<file path="src/rtl/mult_pkg.sv">
// Shared types and elaboration helpers for the iterative shift-and-add multiplier.
package mult_pkg;

  // Controller states: accept operands, iterate over digits, hold the result.
  typedef enum logic [1:0] {
    IDLE = 2'd0,
    BUSY = 2'd1,
    DONE = 2'd2
  } mult_state_t;

  // Default geometry matches the 4-bit array multiplier this block replaces.
  localparam int DEFAULT_WIDTH = 4;
  localparam int DEFAULT_DIGIT = 1;

  // Number of BUSY iterations: one per DIGIT-bit slice of the multiplier.
  function automatic int calc_n(input int width, input int digit);
    return width / digit;
  endfunction

  // Iteration counter width, wide enough to hold N itself.
  function automatic int calc_cw(input int width, input int digit);
    return $clog2(calc_n(width, digit) + 1);
  endfunction

  // Legal geometries: WIDTH >= 2, DIGIT in {1,2,4}, WIDTH a whole number of digits.
  function automatic bit params_ok(input int width, input int digit);
    return (width >= 2) &&
           ((digit == 1) || (digit == 2) || (digit == 4)) &&
           ((width % digit) == 0);
  endfunction

endpackage

</file>
<file path="src/rtl/mult_digit.sv">
// Combinational partial product: WIDTH-bit multiplicand times one DIGIT-bit digit.
// Kept separate so a radix-4 Booth recoder can later replace the digit source.
module mult_digit
  import mult_pkg::*;
#(
  parameter int WIDTH = DEFAULT_WIDTH,
  parameter int DIGIT = DEFAULT_DIGIT
) (
  input  logic [WIDTH-1:0]       i_mcand,
  input  logic [DIGIT-1:0]       i_digit,
  output logic [WIDTH+DIGIT-1:0] o_pp
);

  // Sum the multiplicand shifted by each set digit bit; the result fits WIDTH+DIGIT bits.
  always_comb begin
    o_pp = '0;
    for (int i = 0; i < DIGIT; i++) begin
      if (i_digit[i]) begin
        o_pp = o_pp + ({{DIGIT{1'b0}}, i_mcand} << i);
      end
    end
  end

endmodule

</file>
<file path="src/rtl/seq_multiplier.sv">
// Iterative shift-and-add multiplier, unsigned or two's complement, retiring DIGIT
// multiplier bits per cycle. Operands are converted to magnitudes on entry and the
// sign is reapplied once, on the final accumulation step.
//
// Handshakes: a transfer happens on a rising edge where valid and ready are both 1.
// in_ready is 1 exactly in IDLE and out_valid is 1 exactly in DONE; both are decoded
// from the state register only, so neither depends combinationally on in_valid or
// out_ready. product is held unchanged for as long as out_valid is high.
module seq_multiplier
  import mult_pkg::*;
#(
  parameter int WIDTH = DEFAULT_WIDTH,
  parameter int DIGIT = DEFAULT_DIGIT
) (
  input  logic               clk,
  input  logic               rst,
  input  logic               in_valid,
  output logic               in_ready,
  input  logic [WIDTH-1:0]   a,
  input  logic [WIDTH-1:0]   b,
  input  logic               signed_mode,
  output logic               out_valid,
  input  logic               out_ready,
  output logic [2*WIDTH-1:0] product,
  output mult_state_t        o_dbg_state
);

  localparam int N  = calc_n(WIDTH, DIGIT);
  localparam int CW = calc_cw(WIDTH, DIGIT);
  localparam int PW = 2 * WIDTH;
  localparam logic [CW-1:0] LAST_COUNT = CW'(N - 1);

  if (!params_ok(WIDTH, DIGIT)) begin : g_bad_params
    $error("seq_multiplier: WIDTH must be >= 2 and a multiple of DIGIT, DIGIT in {1,2,4}");
  end

  mult_state_t            r_state;
  mult_state_t            w_next_state;
  logic                   w_accept;
  logic                   w_step;
  logic                   w_last;

  logic [WIDTH-1:0]       r_mcand;
  logic [WIDTH-1:0]       r_mplier;
  logic                   r_neg;
  logic [PW-1:0]          r_acc;
  logic [PW-1:0]          r_product;
  logic [CW-1:0]          r_count;

  logic [WIDTH-1:0]       w_a_mag;
  logic [WIDTH-1:0]       w_b_mag;
  logic                   w_neg;
  logic [WIDTH+DIGIT-1:0] w_pp;
  logic [PW-1:0]          w_pp_wide;
  logic [31:0]            w_shamt;
  logic [PW-1:0]          w_addend;
  logic [PW-1:0]          w_acc_next;

  // Magnitudes in WIDTH bits: the most negative value negates to itself, which read
  // as unsigned is exactly 2^(WIDTH-1), so no extra bit is needed.
  assign w_a_mag = (signed_mode && a[WIDTH-1]) ? -a : a;
  assign w_b_mag = (signed_mode && b[WIDTH-1]) ? -b : b;
  assign w_neg   = signed_mode & (a[WIDTH-1] ^ b[WIDTH-1]);

  mult_digit #(
    .WIDTH(WIDTH),
    .DIGIT(DIGIT)
  ) u_digit (
    .i_mcand(r_mcand),
    .i_digit(r_mplier[DIGIT-1:0]),
    .o_pp   (w_pp)
  );

  // Align this cycle's partial product to its digit position and accumulate.
  assign w_pp_wide  = PW'(w_pp);
  assign w_shamt    = 32'(r_count) * 32'(DIGIT);
  assign w_addend   = w_pp_wide << w_shamt;
  assign w_acc_next = r_acc + w_addend;
  assign w_last     = (r_count == LAST_COUNT);

  // State register.
  always_ff @(posedge clk) begin
    if (rst) begin
      r_state <= IDLE;
    end else begin
      r_state <= w_next_state;
    end
  end

  // Next-state logic and state-decoded handshake outputs.
  always_comb begin
    w_next_state = r_state;
    w_accept     = 1'b0;
    w_step       = 1'b0;
    in_ready     = 1'b0;
    out_valid    = 1'b0;
    case (r_state)
      IDLE: begin
        in_ready = 1'b1;
        if (in_valid) begin
          w_accept     = 1'b1;
          w_next_state = BUSY;
        end
      end
      BUSY: begin
        w_step = 1'b1;
        if (w_last) begin
          w_next_state = DONE;
        end
      end
      DONE: begin
        out_valid = 1'b1;
        if (out_ready) begin
          w_next_state = IDLE;
        end
      end
      default: begin
        w_next_state = IDLE;
      end
    endcase
  end

  // Operand capture, digit iteration and sign-corrected result capture.
  always_ff @(posedge clk) begin
    if (rst) begin
      r_mcand   <= '0;
      r_mplier  <= '0;
      r_neg     <= 1'b0;
      r_acc     <= '0;
      r_count   <= '0;
      r_product <= '0;
    end else if (w_accept) begin
      r_mcand  <= w_a_mag;
      r_mplier <= w_b_mag;
      r_neg    <= w_neg;
      r_acc    <= '0;
      r_count  <= '0;
    end else if (w_step) begin
      r_acc    <= w_acc_next;
      r_mplier <= r_mplier >> DIGIT;
      r_count  <= r_count + CW'(1);
      if (w_last) begin
        r_product <= r_neg ? -w_acc_next : w_acc_next;
      end
    end
  end

  assign product     = r_product;
  assign o_dbg_state = r_state;

endmodule

</file>
<file path="config.mk">
export PLATFORM = sky130hd
export DESIGN_NAME = seq_multiplier
export DESIGN_NICKNAME = d
export VERILOG_FILES = /design/src/rtl/mult_pkg.sv /design/src/rtl/mult_digit.sv /design/src/rtl/seq_multiplier.sv
export SDC_FILE = /design/constraint.sdc
export NUM_CORES = 1
export LEC_CHECK = 0
export ABC_CLOCK_PERIOD_IN_PS = 2610
export CAP_MARGIN = 20
export CORE_MARGIN = 2
export CORE_UTILIZATION = 45
export CTS_CLUSTER_DIAMETER = 120
export DETAILED_ROUTE_END_ITERATION = 12
export PLACE_DENSITY_LB_ADDON = 0.08
export SLEW_MARGIN = 20
export SYNTH_ARGS = -nofsm -noshare
export SYNTH_HDL_FRONTEND = slang
export SYNTH_SLANG_ARGS = --single-unit
</file>
<file path="constraint.sdc">
create_clock -name clk -period 2.61 [get_ports clk]
set_input_delay 0.6525 -clock clk [delete_from_list [all_inputs] [get_ports clk]]
set_output_delay 0.6525 -clock clk [all_outputs]
set_load 0.1 [all_outputs]
</file>
# Yosys cells after proc, flatten, opt, wreduce, memory -nomap -nowiden
# Cells that the tools add are included.
# word_totals
regBits	30
word_cells	44
input_bits	13
out_inout_bits	12
# classes
addsub	5
bitwise_logic	3
shift	1
reduce_logical	7
mux	15
eq_ne	6
# op_table
cell	count
$mux W4	5
$add A8 B8 Y8	1
$mux W8	1
$neg A4 Y4	2
$neg A8 Y8	1
$shl A5 B3 Y8	1
$mux W2	3
$ne A2 B2 Y1 const B	3
$pmux W2 S3	1
$reduce_and A3 Y1	2
$mux W1	5
$add A3 B1 Y3 const B	1
$eq A3 B2 Y1 const B	1
$eq A2 B1 Y1 const B	1
$eq A2 B2 Y1 const B	1
$logic_and A1 B1 Y1	2
$logic_not A2 Y1	1
$reduce_bool A2 Y1	1
$reduce_or A2 Y1	1
$and A1 B1 Y1	1
$not A1 Y1	1
$xor A1 B1 Y1	1

# Longest topological paths before layout
# logic_depth
ltp_word	5
depth_mapped	13
ltp_nobuf	13

# Hierarchy
# A second synthesis with hierarchy kept.
# unflattened
hier_cells	244
area_unflattened_um2	1944.4
# by_module_without_submodules
module	cells_per_inst	instances	area_each_um2	seq_area_each_um2
seq_multiplier	238	1	1908.1	600.6
mult_digit	6	1	36.3	0.0

# Least setup slack after synthesis
# OpenSTA, ideal clock, no wires.
# synth_path
kind	register to output
startpoint	reg r_state[1] (netlist: o_dbg_state[1])
endpoint	out out_valid
path_buffers	0
stages_incl_launch_ff	2
required_ps	1957
setup_slack_ps	-491
arrival_ps	2449
cell_sequence	dfxtp_1 > nor2b_1
# synth_via
elab_chain_len	2
# synth_rtl
element	line_no	rtl
start: declaration	seq_multiplier.sv:37	mult_state_t r_state;
start signal: assignment	seq_multiplier.sv:86	r_state <= w_next_state;
$eq A2 B2 Y1	seq_multiplier.sv:97	case (r_state)
$mux W1	seq_multiplier.sv:97	
end: declaration	seq_multiplier.sv:22	output logic out_valid,
# No other way between the ends.

# Worst setup path after layout
# layout_path
startpoint	reg r_count[0]
endpoint	reg r_product[7] (netlist: product[7])
# layout_via
elab_chain_len	4
elab_cells_between_ends	6
cone_classes	add/sub (2); eq/ne (1); shift (1); mux (1); reduce/logical (1)
# layout_rtl
element	line_no	rtl
start: declaration	seq_multiplier.sv:48	logic [CW-1:0] r_count;
start signal: assignment	seq_multiplier.sv:141	r_count <= r_count + CW'(1);
$shl A5 B3 Y8	seq_multiplier.sv:77	assign w_addend = w_pp_wide << w_shamt;
$add A8 B8 Y8	seq_multiplier.sv:78	assign w_acc_next = r_acc + w_addend;
$neg A8 Y8	seq_multiplier.sv:143	r_product <= r_neg ? -w_acc_next : w_acc_next;
$mux W8	seq_multiplier.sv:143	
end signal: assignment	seq_multiplier.sv:143	
end: declaration	seq_multiplier.sv:47	logic [PW-1:0] r_product;
# Several ways; a longest one is shown, not always the timed one.
# A chain may end at the register's enable or synchronous reset.

==> impl_metrics.csv <==
group,metric,value,unit
cts,cts_sinks,30,
layout,layout-drive-gt1-share,0.268,
sta,rsz0062_at_grt,"true",
drt,drtIter0Drc,102,
global_routing,use_met3,0.0424,
place,placed_cells,323,
sta,worst_pin_slew,0.671,ns
sta,fmax,372,MHz
power,p_seq_frac,0.381,
yosys,synth_warnings,0,
layout,final-instance-count-excl-fill,337,
drt,first_pass_iters,4,
yosys,syn-num-nets,264,
status,violations,"setup timing",
global_routing,grtUsageMet1,0.294,
place,gp_congestion,0.871,
layout,syn_to_final_growth,35.1,%
yosys,synth_ff_type,"dfxtp_1",
yosys,yosys-top-cells-count,"33 x nor2_1, 30 x dfxtp_1, 30 x nand2_1",
drt,drc,0,
yosys,synth.avg_cell_area,8.03,um^2
power,p_leak,1.08,nW
layout,fillers,352,
place,io_buffers,24,
sta,tns,-0.116,ns
setup_path,cp-start-kind,"register",
global_routing,grt_pass1_vias,1698,
cts,cts_max_level,2,
global_routing,grt_overflow_total,0,
setup_path,path_class,"register to register",
cts,cts_buffers,5,
yosys,ys_async_sr_fraction,0,
drt,wirelength,4420,um
run,cap_violations,0,
cts,path_clk_slew,0.07,ns
layout,diodes,0,
power,max-vdd-ir-drop,340,uV
yosys,synth_top_area_share,0.316,
sta,finalMaxSlewViolations,0,
power,finalPower,0.00128,W
layout,final_nets,313,
drt,num_vias,1736,
power,p_comb_frac,0.154,
power,p_int,0.000965,W
floorplan,die_y,69.0,um
floorplan,start_util,0.472,
yosys,netlist_area,1900,um^2
floorplan,rows,23,
cts,cts_buffer_depth,2,
sta,fin_crit_sh,1.03,
sta,final-setup-viol-count,2,
status,outcome,"finished, violations left",
power,swShare,0.247,
setup_path,critPathCaptureType,"register",
cts,postCtsHoldBufs,0,
floorplan,die_w,69.0,um
global_routing,grt_max_degree,20,
yosys,synth_edf_count,0,
sta,max_slew_margin,0.553,
yosys,synth_top_area_cell,"dfxtp_1",
cts,cts_tree,"built",
sta,hold_violations,0,
setup_path,critical_path_required,2.81,ns
floorplan,pin_count,25,
drt,routed_via_density,5.15,
yosys,netlist_instances,237,
power,switchingPower,0.000317,W
sta,finalClockSkew,0.00552,ns
yosys,ys_seq_elements,30,
global_routing,met2_usage,0.303,
place,hpwl,3270,um
yosys,ys_top_cells_by_area,"dfxtp_1 32%, ha_1 8.5%, nor2_1 6.5%",
power,clock_power_share,0.465,
yosys,synth_most_common_cell,"nor2_1",
floorplan,dieArea,4770,um^2
global_routing,antenna_found_initial,0,
sta,setup_slack,-0.0807,ns
drt,ant_nets,0,
floorplan,core_area,4030,um^2
sta,whs,0.468,ns
sta,final.min_clock_period,2.69,ns
cts,clk_latency,0.28,ns
global_routing,grt_first_pass_wirelength,7970,um
setup_path,cp.arrival,2.89,ns
drt,wire_per_inst,13.1,um
global_routing,grt_usage,0.201,
worst_hold_path,holdCritPathClass,"register to register",
yosys,synth-seq-area-share,0.316,
setup_path,cp_max_fo,5,
cts,clock-root-buffer,"clkbuf_8",
layout,post-route-util,0.638,
yosys,synthDistinctLibCells,46,
power,power_density,498,nW/um^2
global_routing,grt-busiest-layer,"met2",
-- per-layer routing --
metal  wire length, um  part of all wire
met5                 0                 0
met4                37            0.0084
met3               201             0.046
met2              1930              0.44
met1              2250              0.51
-- area by class of cell --
cell class              instances  area, um^2  area share
inverters                      12        45.0      0.0175
clock inverters                 2        60.1      0.0234
clock buffers                   6        82.6      0.0321
flip-flops and latches         30         606       0.236
multi-input cells             183        1280       0.496
repair buffers                 54         439       0.171
well taps                      50        62.6      0.0243
-- critical path: stages, from the launching register on --
cell	delay, ns
dfxtp_4	0.38
mux2_4	0.31
o211ai_1	0.21
buf_4	0.15
mux2i_1	0.06
ha_1	0.35
buf_4	0.12
buf_4	0.09
nor2b_1	0.17
o21ai_2	0.09
xor2_2	0.18
or2_1	0.24
a311oi_2	0.25
-- placed cells by master, fill, tap and decap left out, types with 3 or more instances in the layout --
cell and instances:
nor2_1 31, xor2_1 6, mux2i_1 4, xnor2_1 6
inv_1 12, nor2b_1 4, clkbuf_8 6, a21oi_2 4
clkdlybuf4s50_1 12, dfxtp_1 28, a21oi_1 16, a211oi_1 10
nand3_1 9, a311oi_1 3, nand2_1 28, nand2b_1 4
buf_4 41, ha_1 11
-- kinds of logic after synthesis --
group,count (synthesis),synth area share
muxes,6,0.0388
xor gates and xnor gates,15,0.0769
AOI/OAI and AO/OA,52,0.191
buffers and inverters,24,0.0519
adders and majority gates,14,0.0960
DFF,30,0.316
and+or+nand+nor,96,0.230
-- final timing paths --
check | from | end | slack (ns) | cells past startpoint
setup / recovery | r_count[0] | product[7] | -0.08 | 12
hold / removal | r_acc[5] | r_acc[5] | 0.47 | 2
setup reg to reg | r_count[0] | product[7] | -0.08 | 12
hold reg to reg | r_acc[5] | r_acc[5] | 0.47 | 2
-- timing repair --
item                                    4_1_cts  5_1_grt
gates cloned                                  0        0
endpoints found under the setup margin        3        6
pin swaps                                    11       10
gates resized for setup                       8        8
buffers inserted                              3        4
-- registers in the layout, indices dropped and copies added (netlist names) --
| signal | cells |
|---|---|
| r_mplier | 4 |
| r_mcand | 4 |
| r_neg | 1 |
| o_dbg_state | 2 |
| product | 8 |
| r_count | 3 |
| r_acc | 8 |
-- power groups by stage --
| stage | Combinational, W | Sequential (W) | Clock (W) |
|---|---|---|---|
| floorplan | 0.000112 | 0.000503 | 0 |
| detailed placement | 0.000187 | 0.000498 | 0 |
| CTS | 0.000193 | 0.000488 | 0.000602 |
| global placement | 0.000185 | 0.000498 | 0 |
| finish | 0.000197 | 0.000488 | 0.000596 |
| global route | 0.000218 | 0.000491 | 0.000628 |
-- through the flow --
step | instance area, um^2 | setup WS (ns)
final | 2570 | -0.0807
after global routing | 2570 | -0.236
after CTS | 2510 | -0.0359
after detailed placement | 2330 | -0.179
after global placement | 2330 | -0.110
after floorplan | 1930 | -0.0515
No activity file was read; power rests on OpenSTA's default activity.
